File: config.mk
export PLATFORM = sky130hd
export DESIGN_NAME = buzz_arbiter
export DESIGN_NICKNAME = d
export VERILOG_FILES = /design/src/rtl/buzz_arbiter.sv
export SDC_FILE = /design/constraint.sdc
export NUM_CORES = 1
export LEC_CHECK = 0
export CORE_MARGIN = 3
export CORE_UTILIZATION = 50
export CTS_CLUSTER_SIZE = 24
export DETAILED_ROUTE_END_ITERATION = 8
export DONT_BUFFER_PORTS = 1
export GPL_ROUTABILITY_DRIVEN = 0
export PLACE_DENSITY_LB_ADDON = 0.08
export SETUP_SLACK_MARGIN = 0.2
export SLEW_MARGIN = 40
export SYNTH_ARGS = -nofsm -noshare
export SYNTH_HDL_FRONTEND = slang
export SYNTH_SLANG_ARGS = --single-unit
File: constraint.sdc
create_clock -name clk -period 5.3 [get_ports clk]
set_clock_uncertainty 0.1 [all_clocks]
set_input_delay 0.265 -clock clk [delete_from_list [all_inputs] [get_ports clk]]
set_output_delay 0.265 -clock clk [all_outputs]
set_load 0.01 [all_outputs]
File: src/rtl/buzz_arbiter.sv
// Fixed-priority, preemptive owner arbiter for the shared Buzz tone generator.
// Every ownership change is separated by a silent gap of GAP_CYCLES cycles.
module buzz_arbiter #(
    parameter int unsigned GAP_CYCLES = 1000,
    parameter int unsigned FW         = 32
) (
    input  logic          clk,
    input  logic          reset,
    input  logic [2:0]    req,
    input  logic [FW-1:0] freq0,
    input  logic [FW-1:0] freq1,
    input  logic [FW-1:0] freq2,
    input  logic          mode_lock,
    output logic [2:0]    grant,
    output logic [FW-1:0] frequency,
    output logic          busy,
    output logic          switch_pulse
);

    typedef enum logic [1:0] {
        S_IDLE = 2'd0,
        S_OWN  = 2'd1,
        S_GAP  = 2'd2
    } state_t;

    state_t        state_q, state_d;
    logic [1:0]    owner_q, owner_d;
    logic [31:0]   gap_cnt_q, gap_cnt_d;
    logic [2:0]    grant_q, grant_d;
    logic [FW-1:0] freq_q, freq_d;
    logic          busy_q, busy_d;
    logic          pulse_q, pulse_d;

    logic          req_any;
    logic [1:0]    pick;
    logic          owner_req;
    logic          higher_req;
    logic [FW-1:0] owner_freq;

    assign req_any = |req;

    always_comb begin
        pick = 2'd2;
        if (req[0]) begin
            pick = 2'd0;
        end else if (req[1]) begin
            pick = 2'd1;
        end
    end

    // Per-owner views of the request lines and the frequency words.
    always_comb begin
        owner_req  = 1'b0;
        higher_req = 1'b0;
        owner_freq = '0;
        case (owner_q)
            2'd0: begin
                owner_req  = req[0];
                owner_freq = freq0;
            end
            2'd1: begin
                owner_req  = req[1];
                higher_req = req[0];
                owner_freq = freq1;
            end
            2'd2: begin
                owner_req  = req[2];
                higher_req = |req[1:0];
                owner_freq = freq2;
            end
            default: begin
                owner_req  = 1'b0;
                higher_req = 1'b0;
                owner_freq = '0;
            end
        endcase
    end

    always_comb begin
        state_d   = state_q;
        owner_d   = owner_q;
        gap_cnt_d = gap_cnt_q;
        freq_d    = '0;
        case (state_q)
            S_IDLE: begin
                if (req_any) begin
                    state_d = S_OWN;
                    owner_d = pick;
                end
            end
            S_OWN: begin
                // Release and preemption both lead to the same gap entry.
                if (!owner_req || (higher_req && !mode_lock)) begin
                    state_d   = S_GAP;
                    gap_cnt_d = GAP_CYCLES - 32'd1;
                end else begin
                    freq_d = owner_freq;
                end
            end
            S_GAP: begin
                if (gap_cnt_q == 32'd0) begin
                    if (req_any) begin
                        state_d = S_OWN;
                        owner_d = pick;
                    end else begin
                        state_d = S_IDLE;
                    end
                end else begin
                    gap_cnt_d = gap_cnt_q - 32'd1;
                end
            end
            default: begin
                state_d = S_IDLE;
            end
        endcase

        grant_d = (state_d == S_OWN) ? (3'b001 << owner_d) : 3'b000;
        pulse_d = (state_d == S_OWN) && (state_q != S_OWN);
        busy_d  = (state_d != S_IDLE);
    end

    always_ff @(posedge clk or negedge reset) begin
        if (!reset) begin
            state_q   <= S_IDLE;
            owner_q   <= 2'd0;
            gap_cnt_q <= 32'd0;
            grant_q   <= 3'b000;
            freq_q    <= '0;
            busy_q    <= 1'b0;
            pulse_q   <= 1'b0;
        end else begin
            state_q   <= state_d;
            owner_q   <= owner_d;
            gap_cnt_q <= gap_cnt_d;
            grant_q   <= grant_d;
            freq_q    <= freq_d;
            busy_q    <= busy_d;
            pulse_q   <= pulse_d;
        end
    end

    assign grant        = grant_q;
    assign frequency    = freq_q;
    assign busy         = busy_q;
    assign switch_pulse = pulse_q;

endmodule

Word level (Yosys, flattened, before mapping)

Index checks and enable logic that the tools add are counted.
Widths: inputs -> output; s select.

Output and inout bits: 37
Memory bits (read-only): 0
Latch bits: 0
Memories kept: 0
Register bits: 73
Bits in writable memories: 0

Equality and inequality tests: 8
Shifts and indexed selects: 1
Multiplexer cells: 19
Order comparisons: 0
Bitwise operators: 0
Div/mod/pow operators: 0
Reduce and logical (&&, ||, !) cells: 13
Add/sub/neg operators: 1
$mul: 0

Operator list:

| cell                  | count |
|---|---|
| $mux 32               | 4 |
| $pmux 32 s3           | 1 |
| $pmux 32 s2           | 1 |
| $logic_not 32->1      | 1 |
| $sub 32x1->32 const B | 1 |
| $mux 2                | 7 |
| $eq 2x1->1 const B    | 3 |
| $pmux 2 s3            | 1 |
| $eq 2x2->1 const B    | 2 |
| $logic_not 2->1       | 2 |
| $ne 2x2->1 const B    | 2 |
| $pmux 2 s2            | 1 |
| $reduce_bool 2->1     | 2 |
| $mux 3                | 1 |
| $pmux 1 s3            | 1 |
| $reduce_and 3->1      | 1 |
| $reduce_or 3->1       | 1 |
| $shl 1x2->3 const A   | 1 |
| $logic_and 1x1->1     | 2 |
| $logic_not 1->1       | 2 |
| $ne 2x1->1 const B    | 1 |
| $pmux 1 s2            | 1 |
| $reduce_or 2->1       | 1 |
| $logic_or 1x1->1      | 1 |
| $mux 1                | 1 |

Longest topological paths before layout

Gate-level depths: netlist of the first run.

Depth in word-level cells: 8
Gate-level depth with buffers: 11
Depth with buffers taken out: 8

Least setup slack after synthesis of the first run

OpenSTA, ideal clock, no wires.

Kind: register to register
Start: reg owner_q[1]
End: reg gap_cnt_q[10]
Slack: 2.622 ns
Library setup time: 0.140 ns
Clock period less this slack: 2.678 ns
Stages on the path, launching flop included: 11
Data required time: 5.060 ns
Data arrival time: 2.439 ns
Cell sequence: dfrtp_1 -> inv_1 -> ha_1 -> clkbuf_1 -> a222oi_1 -> nor3b_1 -> a21bo_2 -> clkbuf_1 -> or3_1 -> o311ai_0 -> o41ai_1

Word-level cells in the longest chain between the ends: 6
Elaborated cells between the ends (all ways): 10
Classes of those cells: eq/ne: 3; mux: 2; reduce/logical: 5

RTL lines:

| element                                              | RTL line | source |
|---|---|---|
| start, declared                                      | 27       | `logic [1:0] owner_q, owner_d;` |
| start signal, assigned                               | 133      | `owner_q <= owner_d;` |
| $eq 2x2->1, or another cell as far along             | 56       | `case (owner_q)` |
| $pmux 1 s3 or $pmux 1 s2 (tied branches)             | 56       |  |
| $logic_not 1->1 or $logic_and 1x1->1 (tied branches) | 93       | `if (!owner_req \|\| (higher_req && !mode_lock)) begin` |
| $logic_or 1x1->1 *                                   | 93       |  |
| $ne 2x2->1 (no line) *                               | -        |  |
| $reduce_and 3->1 (no line) *                         | -        |  |
| end signal, assigned                                 | 134      | `gap_cnt_q <= gap_cnt_d;` |
| end, declared                                        | 28       | `logic [31:0] gap_cnt_q, gap_cnt_d;` |

Mark *: on every way between the ends. The rest lies on a longest branch, timed or not.
A chain may end at the register's enable or synchronous reset.

Worst setup path in the final report of the first run

Start: reg owner_q[1]
End: reg gap_cnt_q[13]

The elaborated chain is that of the path after synthesis.

==> results of run 1 <==
==> through the flow <==
step	worst slack, ns	hold slack, ns	util (%)
after floorplan	2.62	-0.131	-
after global placement	1.74	-0.128	53.8
after detailed placement	2.08	-0.128	54.0
after CTS	2.07	0.000343	65.2
after global routing	1.76	0.00394	65.2
final	1.95	0.0121	65.2
==> power by group through the flow <==
stage               combinational, uW  sequential [uW]  clock [uW]
floorplan                         527              749           0
global placement                  629              770           0
detailed placement                651              768           0
CTS                               823              760         458
global route                      947              771         483
finish                            870              760         453
==> layout make-up <==
cell class	count	area (um^2)	area share, %
clock buffer	9	124	2.72
clock inverter	7	80.1	1.76
inverter	12	45.0	0.990
multi-input combinational	261	1760	38.7
sequential	73	1830	40.1
tap	96	120	2.64
timing repair buffer	58	593	13.0
==> kinds of logic after synthesis <==
group | count (synthesis) | share of synthesized area, %
DFF | 73 | 49.3
AOI/OAI and AO/OA | 76 | 16.3
and+or+nand+nor | 157 | 23.2
xor gates and xnor gates | 18 | 4.25
adders and majority gates | 9 | 3.04
buffers and inverters | 33 | 3.54
muxes | 1 | 0.405
==> how the worst min path moves through the flow <==
stage	to
4_1_cts	frequency[15]
5_1_grt	frequency[16]
3_5_place_dp	gap_cnt_q[9]
2_1_floorplan	busy
6_report	frequency[27]
3_3_place_gp	gap_cnt_q[9]
==> registers in the layout, summed over array words and instances (netlist names) <==
register      count
state_q           2
grant             3
owner_q           2
busy              1
switch_pulse      1
frequency        32
gap_cnt_q        32
==> layer usage <==
layer  vias to the layer above  wire [um]  track usage [%]
li1                       1498          -                -
met1                      1618       4050             31.9
met2                       180       5510             42.2
met3                        24        805             6.64
met4                         0        237             9.65
met5                         -          0                0
==> cells in the mapped netlist (2+ instances only) <==
cell type | instances | share of area, %
a211o_1 | 3 | 0.71
a21oi_1 | 14 | 1.9
a222oi_1 | 33 | 8.9
a22oi_1 | 2 | 0.40
a31oi_1 | 2 | 0.34
and3_1 | 3 | 0.51
and4b_1 | 2 | 0.54
clkbuf_1 | 20 | 2.0
dfrtp_1 | 73 | 49
ha_1 | 9 | 3.0
inv_1 | 12 | 1.2
nand2_1 | 18 | 1.8
nand2b_1 | 5 | 0.84
nand3_1 | 8 | 1.1
nand4_1 | 7 | 1.2
nor2_1 | 57 | 5.8
nor3_1 | 12 | 1.6
nor3b_1 | 2 | 0.40
nor4_1 | 11 | 1.9
nor4b_1 | 4 | 0.94
o21ai_0 | 7 | 0.94
o21ai_1 | 2 | 0.27
o31ai_1 | 2 | 0.40
o41ai_1 | 2 | 0.47
or2_2 | 2 | 0.34
or3_1 | 9 | 1.5
or4_1 | 5 | 1.0
or4_4 | 5 | 1.5
xnor2_1 | 11 | 2.6
xor2_1 | 7 | 1.7
==> what timing repair did <==
action,in CTS,in global routing
endpoints found under the hold margin,102,0
setup buffers,0,0
hold buffers,56,0
==> run_results.csv, run 1 <==
group,metric,value,unit
global_routing,grt_overflow,0,
setup_path,rr_worst_depth,8,
setup_path,setup.worst_path.start,"owner_q[1]",
pwr,power,2080,uW
placed_design,dp.cells,444,
floorplan,die_x,92.1,um
synth,synth_seq_area_share,49.3,%
flow_run,maxCapViolCount,0,
synth,syn_inst,367,
pwr,power_frac_comb,41.8,%
routing,wl_per_cell,20.5,um
synth,synth_ff_type,"dfrtp_1",
hold_path,min_from,"freq1[27]",
setup_path,required,5.50,ns
pwr,pwr_density_cell,458,mW/mm^2
sta,hold_violations,0,
setup_path,cp-end-kind,"flop",
final_layout,postLayoutCellArea,0.00455,mm^2
clocking,ctsResizeCount,0,
sta,period_share,63.2,%
clocking,cts_tree,"yes",
synth,synthArstFlopShare,100,%
outcome,outcome,"finished, final reports clean",
floorplan,rows,30,
routing,postRouteAntennaNets,0,
final_layout,areaGrowthSynthToFinish,22.7,%
final_layout,instances_no_fill,516,
final_layout,nets,526,
floorplan,initial_core_util,53.1,%
routing,drc,0,
sta,setup_viol,0,
clocking,h-tree-depth,3,
pwr,p_int,1240,uW
pwr,peakVddDrop,0.250,mV
sta,min_period,3.35,ns
final_layout,layout_commonest_cell,"dfrtp_1",
routing,drt_iter0_markers,320,
setup_path,cp_cell_sequence,"inv_1, ha_2, a222oi_1, nor3b_1, a21bo_2, nor2_4, or4_1, nand2_1",
synth,syn-cell-area,0.00371,mm^2
pwr,p_leak,0.00194,uW
global_routing,grt_use_total,25.5,%
hold_path,holdCritPathClass,"in -> reg",
pwr,clkPwrFrac,21.7,%
sta,relSlewSlack,53.6,%
pwr,p_sw,846,uW
synth,ys_ff_latch,73,
sta,max_slew.worst_pin.slew,0.691,ns
routing,drt_first_pass_iters,7,
final_layout,layout-drive-gt1-share,8.81,%
setup_path,worstPathMaxFanout,33,
setup_path,reg2reg_from,"owner_q[1]",
sta,maxSlewViolCount,0,
placed_design,port-buffer-count,0,
global_routing,grt_max_degree,74,
routing,vias_per_cell,6.43,
synth,synth-edff-count,0,
final_layout,mostFrequentLayoutCells,"dfrtp_1 (73), nor2_1 (56), dlygate4sd3_1 (55)",
synth,syn_nets,478,
clocking,cts.sinks,73,
pwr,seqPwrFrac,36.5,%
setup_path,setup.worst_path.start_class,"flop",
setup_path,rr_endpoint,"gap_cnt_q[13]",
clocking,clkTransAtPathRegs,0.09,ns
setup_path,regToRegSetupSlack,1.95,ns
sta,fmax,299,MHz
clocking,cts_buffers,9,
hold_path,whs_path_depth,2,
setup_path,path_depth,8,
setup_path,crit_family,"simple AND/OR/NAND/NOR gates",
synth,yosysUniqueCellTypes,48,
global_routing,antenna_found_initial,0,
clocking,ctsRootBufferMaster,"clkbuf_8",
clocking,clk_path_buf_depth,2,
clocking,insertion_delay,0.35,ns
floorplan,dieArea,0.00848,mm^2
pwr,swShare,40.6,%
floorplan,ios,139,
setup_path,critPathKind,"reg -> reg",
setup_path,crit_path_top_delay_cell,"ha_2",
setup_path,cp_num_buf_inv,1,
routing,dr_total_vias,3320,
final_layout,fillers,563,
routing,wl,10.6,mm
synth,ys_warn_count,0,
final_layout,n_antenna_cell,0,
synth,avgSynthCellArea,10.1,um^2
global_routing,grt_pass1_vias,3296,
floorplan,fp.coreArea,0.00698,mm^2
floorplan,die_h,92.1,um
setup_path,cpPeakStageDelay,0.65,ns
sta,tns,0,ns
placed_design,placed_cell_area,0.00377,mm^2
setup_path,worstPathArrival,3.54,ns
sta,rsz0062_at_grt,"no",
global_routing,grt_pass1_wl,17.1,mm
placed_design,dp_hpwl,6.21,mm
setup_path,critPathCapture,"gap_cnt_q[13]",
No activity file was read; power rests on OpenSTA's default activity.
==> inputs of run 2 (changes only) <==
- ABC_AREA: default -> 1
- clock period: 5.3 -> 3.3 ns (I/O delays scaled with it)
==> run 2 against run 1 <==
Worst hold slack gained 0.061 ns. Design area increased by 16%. Combinational power down 93%. Sequential power up 18%. Largest cell class is now multi-input gates. Largest power group is now sequential cells. Highest routed layer unchanged.
==> run_results.csv, run 2 <==
group,metric,value,unit
clocking,ctsResizeCount,0,
global_routing,grt_use_total,25.2,%
final_layout,layout-drive-gt1-share,9.58,%
setup_path,setup.worst_path.start,"owner_q[1]",
routing,wl,12.0,mm
synth,synth_ff_type,"dfrtp_1",
synth,synth_seq_area_share,42.2,%
pwr,peakVddDrop,0.199,mV
synth,synth-edff-count,0,
sta,min_period,2.43,ns
synth,ys_ff_latch,73,
sta,tns,0,ns
setup_path,critPathKind,"reg -> reg",
global_routing,grt_pass1_wl,19.8,mm
clocking,insertion_delay,0.36,ns
sta,setup_viol,0,
setup_path,reg2reg_from,"owner_q[1]",
outcome,outcome,"finished, final reports clean",
global_routing,grt_overflow,0,
floorplan,die_h,99.0,um
clocking,h-tree-depth,3,
synth,avgSynthCellArea,7.55,um^2
synth,syn_nets,684,
sta,layout_setup_ws,0.869,ns
routing,vias_per_cell,5.50,
synth,yosysTopAreaCell,"dfrtp_1",
floorplan,die_x,99.0,um
floorplan,dieArea,0.00981,mm^2
placed_design,placed_cell_area,0.00437,mm^2
sta,relSlewSlack,51.3,%
synth,yosysUniqueCellTypes,36,
clocking,hold_buffers,67,
placed_design,dp.cells,659,
routing,drt_first_pass_iters,5,
placed_design,port-buffer-count,0,
final_layout,postLayoutCellArea,0.00527,mm^2
final_layout,nets,743,
placed_design,dp_hpwl,7.92,mm
setup_path,cp-end-kind,"flop",
routing,postRouteAntennaNets,0,
clocking,cts.sinks,73,
routing,wl_per_cell,16.2,um
routing,dr_total_vias,4083,
floorplan,initial_core_util,52.1,%
synth,post-synth-top-count-cell,"nand2_1",
final_layout,layout_commonest_cell,"nand2_1",
final_layout,areaGrowthSynthToFinish,21.9,%
floorplan,rows,33,
setup_path,worstPathMaxFanout,32,
sta,max_slew.worst_pin.slew,0.729,ns
global_routing,antenna_found_initial,0,
setup_path,required,3.43,ns
sta,rsz0062_at_grt,"no",
final_layout,n_antenna_cell,0,
floorplan,fp.coreArea,0.00830,mm^2
hold_path,whs_path_depth,4,
pwr,pwr_density_cell,323,mW/mm^2
hold_path,min_from,"req[2]",
placed_design,dpl_worst_slack,0.914,ns
synth,ys_warn_count,0,
setup_path,worstPathArrival,2.56,ns
clocking,cts_buffers,9,
synth,syn-cell-area,0.00433,mm^2
final_layout,instances_no_fill,742,
pwr,p_leak,0.00244,uW
global_routing,grt_pass1_vias,4092,
sta,fmax,411,MHz
hold_path,holdCritPathClass,"in -> reg",
final_layout,mostFrequentLayoutCells,"nand2_1 (210), dfrtp_1 (73), nor2_1 (70)",
clocking,ctsRootBufferMaster,"clkbuf_8",
sta,hold_violations,0,
clocking,post-cts-setup-buffers,0,
routing,drc,0,
sta,hold_slack,0.0732,ns
clocking,cts_tree,"yes",
synth,synthDominantCellAreaShare,42.2,%
sta,maxSlewViolCount,0,
setup_path,rr_worst_depth,9,
global_routing,grt_max_degree,74,
clocking,clk_path_buf_depth,2,
flow_run,maxCapViolCount,0,
floorplan,ios,139,
routing,drt_iter0_markers,248,
sta,period_share,73.7,%
synth,synthTopCellsByCount,"nand2_1 (210), dfrtp_1 (73), nor2_1 (70), a31oi_1 (32), inv_1 (30)",
clocking,clkTransAtPathRegs,0.08,ns
synth,syn_inst,573,
setup_path,setup.worst_path.start_class,"flop",
synth,synthArstFlopShare,100,%
synth,ys_top_cells_by_area,"dfrtp_1 (42%), nand2_1 (18%), nor2_1 (6.1%), a31oi_1 (4.6%), nand3_1 (2.9%)",
## run 2: worst max-delay path, stage by stage (launching register included)
cell,delay (ns)
dfrtp_1,0.41
inv_1,0.12
ha_1,0.29
inv_1,0.04
nor2_1,0.08
nand3_1,0.14
nand4_4,0.13
buf_4,0.33
a31oi_1,0.08
dlygate4sd3_1,0.57
## run 2: where the power goes
part | switching, uW | total, uW | leakage [uW] | internal (uW)
clock | 373 | 751 | 0.000103 | 378
combinational | 28.8 | 60.4 | 0.00138 | 31.7
sequential | 0 | 894 | 0.000958 | 894
total | 402 | 1700 | 0.00244 | 1300
## run 2: area by class of cell
cell class,count,area [um^2]
fillers,682,3030
multi-input cells,442,2250
flip-flops and latches,73,1830
repair buffers,73,733
clock buffers,10,138
well taps,105,131
inverters,33,124
clock inverters,6,72.6
## run 2: logic make-up (layout without fill, tap and decap cells)
kind of cell               count (synthesis)  after routing  synth area share, %
xor gates and xnor gates                  16             16                 3.24
adders and majority gates                  9              9                 2.60
DFF                                       73             73                 42.2
and+or+nand+nor                          358            358                 37.4
AOI/OAI and AO/OA                         59             59                 8.59
buffers and inverters                     58            122                 5.96
## run 2: per-layer routing
| metal | global-route usage [%] | vias to the layer above | share of wire (%) |
|---|---|---|---|
| li1 | - | 1965 | - |
| met1 | 31.5 | 1891 | 40 |
| met2 | 43.4 | 198 | 50 |
| met3 | 4.10 | 29 | 6.5 |
| met4 | 9.87 | 0 | 3.2 |
| met5 | 0 | - | 0 |
## run 2: path summary, 6_finish.rpt
kind	slack, ns	to
max reg2reg	0.87	frequency[23]
min in group asynchronous	0.29	state_q[1]
min reg2reg	0.37	gap_cnt_q[0]
min	0.07	owner_q[1]
max	0.87	frequency[23]
max in group asynchronous	2.50	gap_cnt_q[22]
## run 2: through the flow
step | power (uW) | utilization, %
2_1_floorplan | 916 | -
3_3_place_gp | 916 | 52.6
3_5_place_dp | 917 | 52.7
4_1_cts | 1710 | 63.5
5_1_grt | 1760 | 63.5
6_report | 1700 | 63.5
